$ cat src/rtl/snake_pkg.sv
// Direction codes shared by the snake input stage and the game logic.
// Latency: none (constants and a pure function).
// Backpressure: not applicable.
//
// Contents: dir_t, DIR_* codes, opposite() for 180-degree reversal checks.
package snake_pkg;

    typedef logic [2:0] dir_t;

    localparam dir_t DIR_IDLE  = 3'd0;
    localparam dir_t DIR_UP    = 3'd1;
    localparam dir_t DIR_DOWN  = 3'd2;
    localparam dir_t DIR_LEFT  = 3'd3;
    localparam dir_t DIR_RIGHT = 3'd4;

    // Reversed heading; idle (and any unused code) maps to idle.
    function automatic dir_t opposite(input dir_t d);
        dir_t r;
        case (d)
            DIR_UP:    r = DIR_DOWN;
            DIR_DOWN:  r = DIR_UP;
            DIR_LEFT:  r = DIR_RIGHT;
            DIR_RIGHT: r = DIR_LEFT;
            default:   r = DIR_IDLE;
        endcase
        return r;
    endfunction

endpackage

$ cat src/rtl/btn_debounce.sv
// One push-button: 2-flop synchroniser, stability counter, rising-edge press pulse.
// Latency: press_o rises 2 + DEBOUNCE_CYCLES cycles after a stable raw rising edge.
// Backpressure: none; press_o is a single-cycle event that is never held.
//
// Ports:
//   clk_i   system clock
//   rst_ni  asynchronous active-low reset
//   btn_i   raw asynchronous button level, active-high
//   press_o one-cycle pulse when the debounced level goes 0 -> 1
module btn_debounce
    import snake_pkg::*;
#(
    parameter int DEBOUNCE_CYCLES = 250000
) (
    input  logic clk_i,
    input  logic rst_ni,
    input  logic btn_i,
    output logic press_o
);

    localparam int CNT_W = (DEBOUNCE_CYCLES > 1) ? $clog2(DEBOUNCE_CYCLES) : 1;
    localparam logic [CNT_W-1:0] CNT_LAST = CNT_W'(DEBOUNCE_CYCLES - 1);

    logic             sync1_q, sync2_q;
    logic             deb_q, deb_d;
    logic [CNT_W-1:0] cnt_q, cnt_d;
    logic             press_q, press_d;

    // The counter only advances while the synchronised level disagrees with
    // the debounced one; any agreement (e.g. a bounce back) restarts it.
    always_comb begin
        cnt_d   = '0;
        deb_d   = deb_q;
        press_d = 1'b0;
        if (sync2_q != deb_q) begin
            if (cnt_q == CNT_LAST) begin
                deb_d   = sync2_q;
                press_d = sync2_q;
            end else begin
                cnt_d = cnt_q + 1'b1;
            end
        end
    end

    always_ff @(posedge clk_i or negedge rst_ni) begin
        if (!rst_ni) begin
            sync1_q <= 1'b0;
            sync2_q <= 1'b0;
            deb_q   <= 1'b0;
            cnt_q   <= '0;
            press_q <= 1'b0;
        end else begin
            sync1_q <= btn_i;
            sync2_q <= sync1_q;
            deb_q   <= deb_d;
            cnt_q   <= cnt_d;
            press_q <= press_d;
        end
    end

    assign press_o = press_q;

endmodule

$ cat src/rtl/snake_dir_ctrl.sv
// Snake input stage: debounced buttons -> pending direction -> committed accion on each move tick.
// Latency: press reaches pending 3 + DEBOUNCE_CYCLES cycles after a raw edge; accion commits on tick, mover one cycle later.
// Backpressure: none; the consumer samples accion when mover is high, code 0 means no move.
//
// Ports:
//   uclk                                 system clock
//   reset                                asynchronous active-low reset
//   BtnLeft/BtnRight/BtnTop/BtnBottom    raw asynchronous buttons, active-high
//   accion                               committed direction (0 idle, 1 up, 2 down, 3 left, 4 right)
//   mover                                one-cycle step pulse, follows the commit by one cycle
// Build option: define SNAKE_SPEEDUP_EN to shorten the move period as the snake keeps moving.
module snake_dir_ctrl
    import snake_pkg::*;
#(
    parameter int DEBOUNCE_CYCLES = 250000,
    parameter int MOVE_PERIOD     = 5000000,
    parameter int MIN_PERIOD      = 1000000,
    parameter int SPEED_STEP      = 500000,
    parameter int MOVES_PER_LEVEL = 16
) (
    input  logic uclk,
    input  logic reset,
    input  logic BtnLeft,
    input  logic BtnRight,
    input  logic BtnTop,
    input  logic BtnBottom,
    output dir_t accion,
    output logic mover
);

    localparam int CNT_W    = $clog2(MOVE_PERIOD);
    localparam int STEP_SAF = (SPEED_STEP > 0) ? SPEED_STEP : 1;
    localparam int LVL_MAX  = (MOVE_PERIOD - MIN_PERIOD + STEP_SAF - 1) / STEP_SAF;
    // One width serves both the speed level and the per-level tick count.
    localparam int SPD_MAX  = (LVL_MAX > MOVES_PER_LEVEL) ? LVL_MAX : MOVES_PER_LEVEL;
    localparam int SPD_W    = $clog2(SPD_MAX + 1);

    // Last count value of a period at the given speed level.
    function automatic logic [CNT_W-1:0] period_last(input logic [SPD_W-1:0] lvl);
        int dec;
        dec = int'(lvl) * SPEED_STEP;
        if (dec >= MOVE_PERIOD - MIN_PERIOD) begin
            return CNT_W'(MIN_PERIOD - 1);
        end
        return CNT_W'(MOVE_PERIOD - dec - 1);
    endfunction

    // ------------------------------------------------------------------
    // Button front-end
    // ------------------------------------------------------------------
    logic press_top, press_bottom, press_left, press_right;

    btn_debounce #(.DEBOUNCE_CYCLES(DEBOUNCE_CYCLES)) u_db_top (
        .clk_i(uclk), .rst_ni(reset), .btn_i(BtnTop),    .press_o(press_top)
    );
    btn_debounce #(.DEBOUNCE_CYCLES(DEBOUNCE_CYCLES)) u_db_bottom (
        .clk_i(uclk), .rst_ni(reset), .btn_i(BtnBottom), .press_o(press_bottom)
    );
    btn_debounce #(.DEBOUNCE_CYCLES(DEBOUNCE_CYCLES)) u_db_left (
        .clk_i(uclk), .rst_ni(reset), .btn_i(BtnLeft),   .press_o(press_left)
    );
    btn_debounce #(.DEBOUNCE_CYCLES(DEBOUNCE_CYCLES)) u_db_right (
        .clk_i(uclk), .rst_ni(reset), .btn_i(BtnRight),  .press_o(press_right)
    );

    // ------------------------------------------------------------------
    // State
    // ------------------------------------------------------------------
    dir_t             accion_q, accion_d;
    dir_t             pending_q, pending_d;
    logic [CNT_W-1:0] cnt_q, cnt_d;
    logic             tick_q, tick_d;
    logic             mover_q, mover_d;
    logic [SPD_W-1:0] level;
    logic [CNT_W-1:0] period_m1;
    logic             tick;
    dir_t             press_code;

    assign period_m1 = period_last(level);
    assign tick      = (cnt_q == period_m1);

    // Fixed priority: only the highest-ranked simultaneous press is seen.
    always_comb begin
        press_code = DIR_IDLE;
        if (press_top)         press_code = DIR_UP;
        else if (press_bottom) press_code = DIR_DOWN;
        else if (press_left)   press_code = DIR_LEFT;
        else if (press_right)  press_code = DIR_RIGHT;
    end

    // Reversal is judged against the committed heading, so a quick
    // perpendicular-then-reverse sequence inside one period cannot fold the
    // snake back on itself. A press on the tick edge still sees the old accion.
    always_comb begin
        pending_d = pending_q;
        if (press_code != DIR_IDLE &&
            !(accion_q != DIR_IDLE && press_code == opposite(accion_q))) begin
            pending_d = press_code;
        end

        cnt_d    = cnt_q + 1'b1;
        accion_d = accion_q;
        tick_d   = tick;
        mover_d  = tick_q;
        if (tick) begin
            cnt_d    = '0;
            accion_d = pending_q;
        end
    end

    always_ff @(posedge uclk or negedge reset) begin
        if (!reset) begin
            accion_q  <= DIR_IDLE;
            pending_q <= DIR_IDLE;
            cnt_q     <= '0;
            tick_q    <= 1'b0;
            mover_q   <= 1'b0;
        end else begin
            accion_q  <= accion_d;
            pending_q <= pending_d;
            cnt_q     <= cnt_d;
            tick_q    <= tick_d;
            mover_q   <= mover_d;
        end
    end

    // ------------------------------------------------------------------
    // Speed level
    // ------------------------------------------------------------------
`ifdef SNAKE_SPEEDUP_EN
    logic [SPD_W-1:0] level_q, level_d;
    logic [SPD_W-1:0] moves_q, moves_d;

    // Only ticks taken while actually moving count. The level changes on a
    // tick edge, when the counter has just wrapped, so a period is never cut.
    always_comb begin
        level_d = level_q;
        moves_d = moves_q;
        if (tick && accion_q != DIR_IDLE) begin
            if (moves_q == SPD_W'(MOVES_PER_LEVEL - 1)) begin
                moves_d = '0;
                if (period_m1 > CNT_W'(MIN_PERIOD - 1)) begin
                    level_d = level_q + 1'b1;
                end
            end else begin
                moves_d = moves_q + 1'b1;
            end
        end
    end

    always_ff @(posedge uclk or negedge reset) begin
        if (!reset) begin
            level_q <= '0;
            moves_q <= '0;
        end else begin
            level_q <= level_d;
            moves_q <= moves_d;
        end
    end

    assign level = level_q;
`else
    // Fixed speed: the period stays at MOVE_PERIOD.
    assign level = '0;
`endif

    assign accion = accion_q;
    assign mover  = mover_q;

endmodule
$ cat config.mk
export PLATFORM = sky130hd
export DESIGN_NAME = snake_dir_ctrl
export DESIGN_NICKNAME = d
export VERILOG_FILES = /design/src/rtl/snake_pkg.sv /design/src/rtl/btn_debounce.sv /design/src/rtl/snake_dir_ctrl.sv
export SDC_FILE = /design/constraint.sdc
export NUM_CORES = 1
export LEC_CHECK = 0
export ABC_AREA = 0
export CAP_MARGIN = 5
export CORE_UTILIZATION = 55
export DETAILED_ROUTE_END_ITERATION = 16
export GPL_ROUTABILITY_DRIVEN = 0
export PLACE_DENSITY = 0.74
export SLEW_MARGIN = 20
export SYNTH_ARGS = -nofsm -noshare
export SYNTH_HDL_FRONTEND = slang
export SYNTH_SLANG_ARGS = --single-unit
$ cat constraint.sdc
create_clock -name uclk -period 2 [get_ports uclk]
set_input_delay 0.3 -clock uclk [delete_from_list [all_inputs] [get_ports uclk]]
set_output_delay 0.3 -clock uclk [all_outputs]
set_load 0.1 [all_outputs]
# Yosys cells after proc, flatten, opt, wreduce, memory -nomap -nowiden
# Index checks and enable logic that the tools add are counted.
# Widths: inputs -> output; s select.
op_classes:
  n_reduce_logical: 9
  div: 0
  bitwise_logic: 0
  n_eq_ne: 14
  addsub: 5
  n_mux: 22
  order_cmp: 0
  n_shift: 0
  mul: 0
ops:
  columns: ["cell", "count"]
  rows:
  - ["$mux 18", 8]
  - ["$add 18x1->18 const B", 4]
  - ["$eq 18x18->1 const B", 4]
  - ["$add 23x1->23 const B", 1]
  - ["$eq 23x23->1 const B", 1]
  - ["$mux 23", 1]
  - ["$mux 3", 4]
  - ["$pmux 3 s4", 1]
  - ["$mux 1", 8]
  - ["$reduce_and 2->1", 4]
  - ["$eq 3x2->1 const B", 2]
  - ["$reduce_bool 3->1", 2]
  - ["$ne 1x1->1", 4]
  - ["$eq 3x1->1 const B", 1]
  - ["$eq 3x3->1", 1]
  - ["$eq 3x3->1 const B", 1]
  - ["$logic_and 1x1->1", 2]
  - ["$logic_not 1->1", 1]
totals:
  mem_count: 0
  output_inout_bits: 4
  latchBits: 0
  ramBits: 0
  rom_bits: 0
  wordCells: 75
  ff_bits: 119

# Logic depth before layout (Yosys ltp)
logic_depth:
  ltp_word: 8
  ltp_mapped: 7
  depth_no_buf: 5

# Cells and area by module
# From an unflattened synthesis, not the netlist that was laid out.
hier_totals:
  hier_cells: 544
  hier_area_um2: 5741.8
by_module_without_submodules:
  columns: ["mod", "cells_per_inst", "seq_area_each_um2", "area_per_inst_um2", "n_inst"]
  rows:
  - ["btn_debounce", 100, 550.5, 1059.8, 4]
  - ["snake_dir_ctrl", 144, 775.7, 1502.7, 1]

# Worst setup path before layout
# Ideal clock, no wire load.
synth_timing:
  path_kind: "register -> register"
  start: "register accion_q[0], in the netlist accion[0]"
  end: "register pending_q[0]"
  t_arrival_ns: 1.985
  setup_slack_ns: -0.111
  path_buffers: 0
  period_less_slack_ns: 2.111
  stages_incl_launch_ff: 5
  cell_sequence: "dfrtp_1 -> nand3b_1 -> a311oi_1 -> nor2_1 -> o32a_1"
synth_between:
  elab_chain_cells: 6
  elab_cells_between_ends: 10
  classes_between: "5 x eq/ne; 1 x mux; 4 x reduce/logical"
synth_rtl:
  columns: ["element", "line_no", "source"]
  rows:
  - ["start: declaration", "snake_dir_ctrl.sv:69", "dir_t accion_q, accion_d;"]
  - ["start signal: assignment", "snake_dir_ctrl.sv:119", "accion_q <= accion_d;"]
  - ["$eq 3x3->1 (tied with other cells)", "snake_pkg.sv:19", "case (d)"]
  - ["$pmux 3 s4", "snake_pkg.sv:19", null]
  - ["$eq 3x3->1", "snake_dir_ctrl.sv:97", "!(accion_q != DIR_IDLE && press_code == opposite(accion_q))) begin"]
  - ["$logic_and 1x1->1 (*)", "snake_dir_ctrl.sv:97", null]
  - ["$logic_not 1->1 (*)", "snake_dir_ctrl.sv:97", null]
  - ["$logic_and 1x1->1 (*)", "snake_dir_ctrl.sv:96", "if (press_code != DIR_IDLE &&"]
  - ["end signal: assignment", "snake_dir_ctrl.sv:120", "pending_q <= pending_d;"]
  - ["end: declaration", "snake_dir_ctrl.sv:70", "dir_t pending_q, pending_d;"]
# Every way passes the cells marked *; elsewhere a longest branch is shown, timed or not.
# A chain may end at the register's enable or synchronous reset.

# Worst setup path after layout
layout_timing:
  start: "register u_db_left.cnt_q[10]"
  end: "register u_db_left.deb_q"
layout_between:
  elab_chain_cells: 2
layout_rtl:
  columns: ["element", "line_no", "source"]
  rows:
  - ["start: declaration", "btn_debounce.sv:26", "logic [CNT_W-1:0] cnt_q, cnt_d;"]
  - ["start signal: assignment", "btn_debounce.sv:56", "cnt_q <= cnt_d;"]
  - ["$eq 18x18->1", "btn_debounce.sv:36", "if (cnt_q == CNT_LAST) begin"]
  - ["$reduce_and 2->1 (no source line)", null, null]
  - ["end signal: assignment", "btn_debounce.sv:49", "deb_q <= 1'b0;"]
  - ["end signal: assignment", "btn_debounce.sv:55", "deb_q <= deb_d;"]
  - ["end: declaration", "btn_debounce.sv:25", "logic deb_q, deb_d;"]
# No other way between the ends.

==> flow_summary.json <==
{
  "pwr_density_cell_nw_per_um2": 866,
  "cts_buffer_depth": 2,
  "yosysWarnings": 0,
  "worstSetupPathType": "reg2reg",
  "setup_ws_ns": -0.00718,
  "postLayoutCoreUtil_pct": 69.0,
  "port_buffers": 9,
  "htreeDepth": 4,
  "finalCritPeriodShare_pct": 100,
  "nFillCells": 724,
  "ys_ff_latch": 119,
  "antenna_found_initial": 0,
  "maxCapViolCount": 0,
  "ios": 10,
  "synth_top_area_share_pct": 53.1,
  "synthTopCellsByArea": "dfrtp_1, xnor2_1, xor2_1, nor2_1, nand4_1",
  "syn_to_final_growth_pct": 20.8,
  "power_leakage_nw": 2.87,
  "slowest_stage": "or4_4",
  "synth_cell_types": 47,
  "cp.arrival_ns": 2.41,
  "end_kind": "flip-flop",
  "drc": 0,
  "root_buffer": "clkbuf_8",
  "die_h_um": 103,
  "place_area_um2": 6080,
  "power.total_mw": 5.86,
  "clk_transition_reported_paths_ns": 0.06,
  "grt_max_degree": 54,
  "worst-path-buf-inv": 0,
  "finClkSkew_ns": 0.00626,
  "cts_tree": "done",
  "top_layer": "met4",
  "start_kind": "flip-flop",
  "worst_slew_pin_slew_ns": 0.494,
  "row_count": 36,
  "drt-pass1-iter-count": 4,
  "syn_area_um2": 5610,
  "hpwlAfterDp_mm": 7.09,
  "viasPerCell": 5.68,
  "yosys-top-cells-count": "dfrtp_1, nor2_1, xnor2_1",
  "clock_latency_ns": 0.52,
  "setup_viol": 1,
  "slowest_delay_ns": 0.59,
  "yosysMostFrequentCell": "dfrtp_1",
  "grt_pass1_wl_mm": 18.4,
  "yosysSeqAreaShare_pct": 53.1,
  "crit_family": "simple AND/OR/NAND/NOR gates",
  "synth_flop_cell": "dfrtp_1",
  "drtIter0Drc": 160,
  "ant_nets": 0,
  "wl_per_cell_um": 14.7,
  "core_area_um2": 9820,
  "synth_edf_count": 0,
  "cp_cell_sequence": "or4_1 -> or4_4 -> nor2_4 -> mux2_4",
  "dr_wl_met3_um": 317,
  "dp_slack_ns": -0.0320,
  "n_antenna_cell": 0,
  "totalWireLength_mm": 10.8,
  "synthArstFlopShare_pct": 100,
  "wl_met1_mm": 5.08,
  "critPathRequiredTime_ns": 2.40,
  "max_slew_margin_pct": 66.6,
  "fin_crit_ns": 2.01,
  "synth_area_leader_cell": "dfrtp_1",
  "final_area_um2": 6780,
  "slew_viol_final": 0,
  "vias": 4172,
  "grt_overflow_total": 0,
  "syn_inst": 541,
  "r2r_slack_ns": -0.007,
  "tritoncts.num_buffers": 17,
  "fmax_ghz": 0.498,
  "min_path_type": "in2reg",
  "path_max_fanout": 2,
  "initial_utilization_pct": 57.1,
  "synth_area_per_cell_um2": 10.4,
  "status": "finished with violations",
  "rsz0062_at_grt": "yes",
  "fp.dieArea_um2": 10600,
  "syn_nets": 552,
  "vdd_drop_max_v": 0.000879,
  "routed-wl-met2_mm": 5.33,
  "hold_viol": 0,
  "die_w_um": 103,
  "finalNetCount": 600,
  "grt_pass1_vias": 4098,
  "hold_ws_ns": 0.218,
  "clock-sinks": 119,
  "drive_gt1_share_pct": 15.8,
  "grt_use_total_pct": 22.8,
  "violations": "setup timing"
}
[metal layers]
| metal | track usage, % | vias up |
|---|---|---|
| li1 | - | 2031 |
| met1 | 28.9 | 2071 |
| met2 | 37.1 | 62 |
| met3 | 6.71 | 8 |
| met4 | 8.45 | 0 |
| met5 | 0 | - |
[layout by cell type (no fill, tap or decap), types with 12 or more instances in the layout]
cell / Yosys / layout
dfrtp_1: 119 / 116
xor2_1: 33 / 33
nand2_1: 32 / 32
inv_1: 14 / 14
a21oi_1: 15 / 15
clkbuf_16: 0 / 16
nand4_1: 29 / 29
nor2_1: 75 / 74
nand3_1: 34 / 34
buf_4: 0 / 36
xnor2_1: 37 / 37
nor3_1: 12 / 12
[kinds of logic after synthesis]
kind of cell	synth area share, %
muxes	1.96
adders and majority gates	1.12
AOI/OAI and AO/OA	5.78
DFF	53.1
xor gates and xnor gates	10.9
and+or+nand+nor	25.0
buffers and inverters	2.14
[path summary, 6_finish.rpt]
path | start | to | cells past startpoint
max reg2reg | u_db_left.cnt_q[10]$_DFF_PN0_ | u_db_left.deb_q$_DFFE_PN0P_ | 4
max in group asynchronous | reset | u_db_top.cnt_q[14]$_DFF_PN0_ | 3
min in group asynchronous | reset | cnt_q[15]$_DFF_PN0_ | 2
max | u_db_left.cnt_q[10]$_DFF_PN0_ | u_db_left.deb_q$_DFFE_PN0P_ | 4
min reg2reg | u_db_right.sync1_q$_DFF_PN0_ | u_db_right.sync2_q$_DFF_PN0_ | 0
min | BtnTop | u_db_top.sync1_q$_DFF_PN0_ | 1
[per-stage QoR]
stage                     TNS [ns]  cells
after floorplan            -0.0591    541
after global placement     -0.0115    700
after detailed placement   -0.0320    700
after CTS                  -0.0328    735
after global routing        -0.222    735
final                     -0.00718    735
[sequential cells by signal (all words and copies together) (netlist names), 3 cells and up]
signal             flops
pending_q              3
u_db_left.cnt_q       18
u_db_top.cnt_q        18
cnt_q                 23
u_db_right.cnt_q      18
accion                 3
u_db_bottom.cnt_q     18
[what timing repair did]
item	CTS	global route
gates cloned	0	0
pin swaps	2	1
setup buffers	2	0
hold buffers	1	0
gates resized for setup	1	4
setup endpoints to repair	1	23
endpoints found under the hold margin	23	0
[area by class of cell]
class,count,area [µm²],area share [%]
Sequential cell,119,2980,44.0
Multi-Input combinational cell,393,2550,37.6
Clock buffer,20,445,6.57
Timing Repair Buffer,44,380,5.61
Clock inverter,12,199,2.94
Tap cell,133,166,2.46
Inverter,14,52.6,0.776
[power by group]
| group | switching (mW) | internal [mW] | leakage (nW) |
|---|---|---|---|
| Sequential | 0.0254 | 2.44 | 1.61 |
| Clock | 1.05 | 2.21 | 0.303 |
| Combinational | 0.0921 | 0.0532 | 0.954 |
No activity file was read; power rests on OpenSTA's default activity.
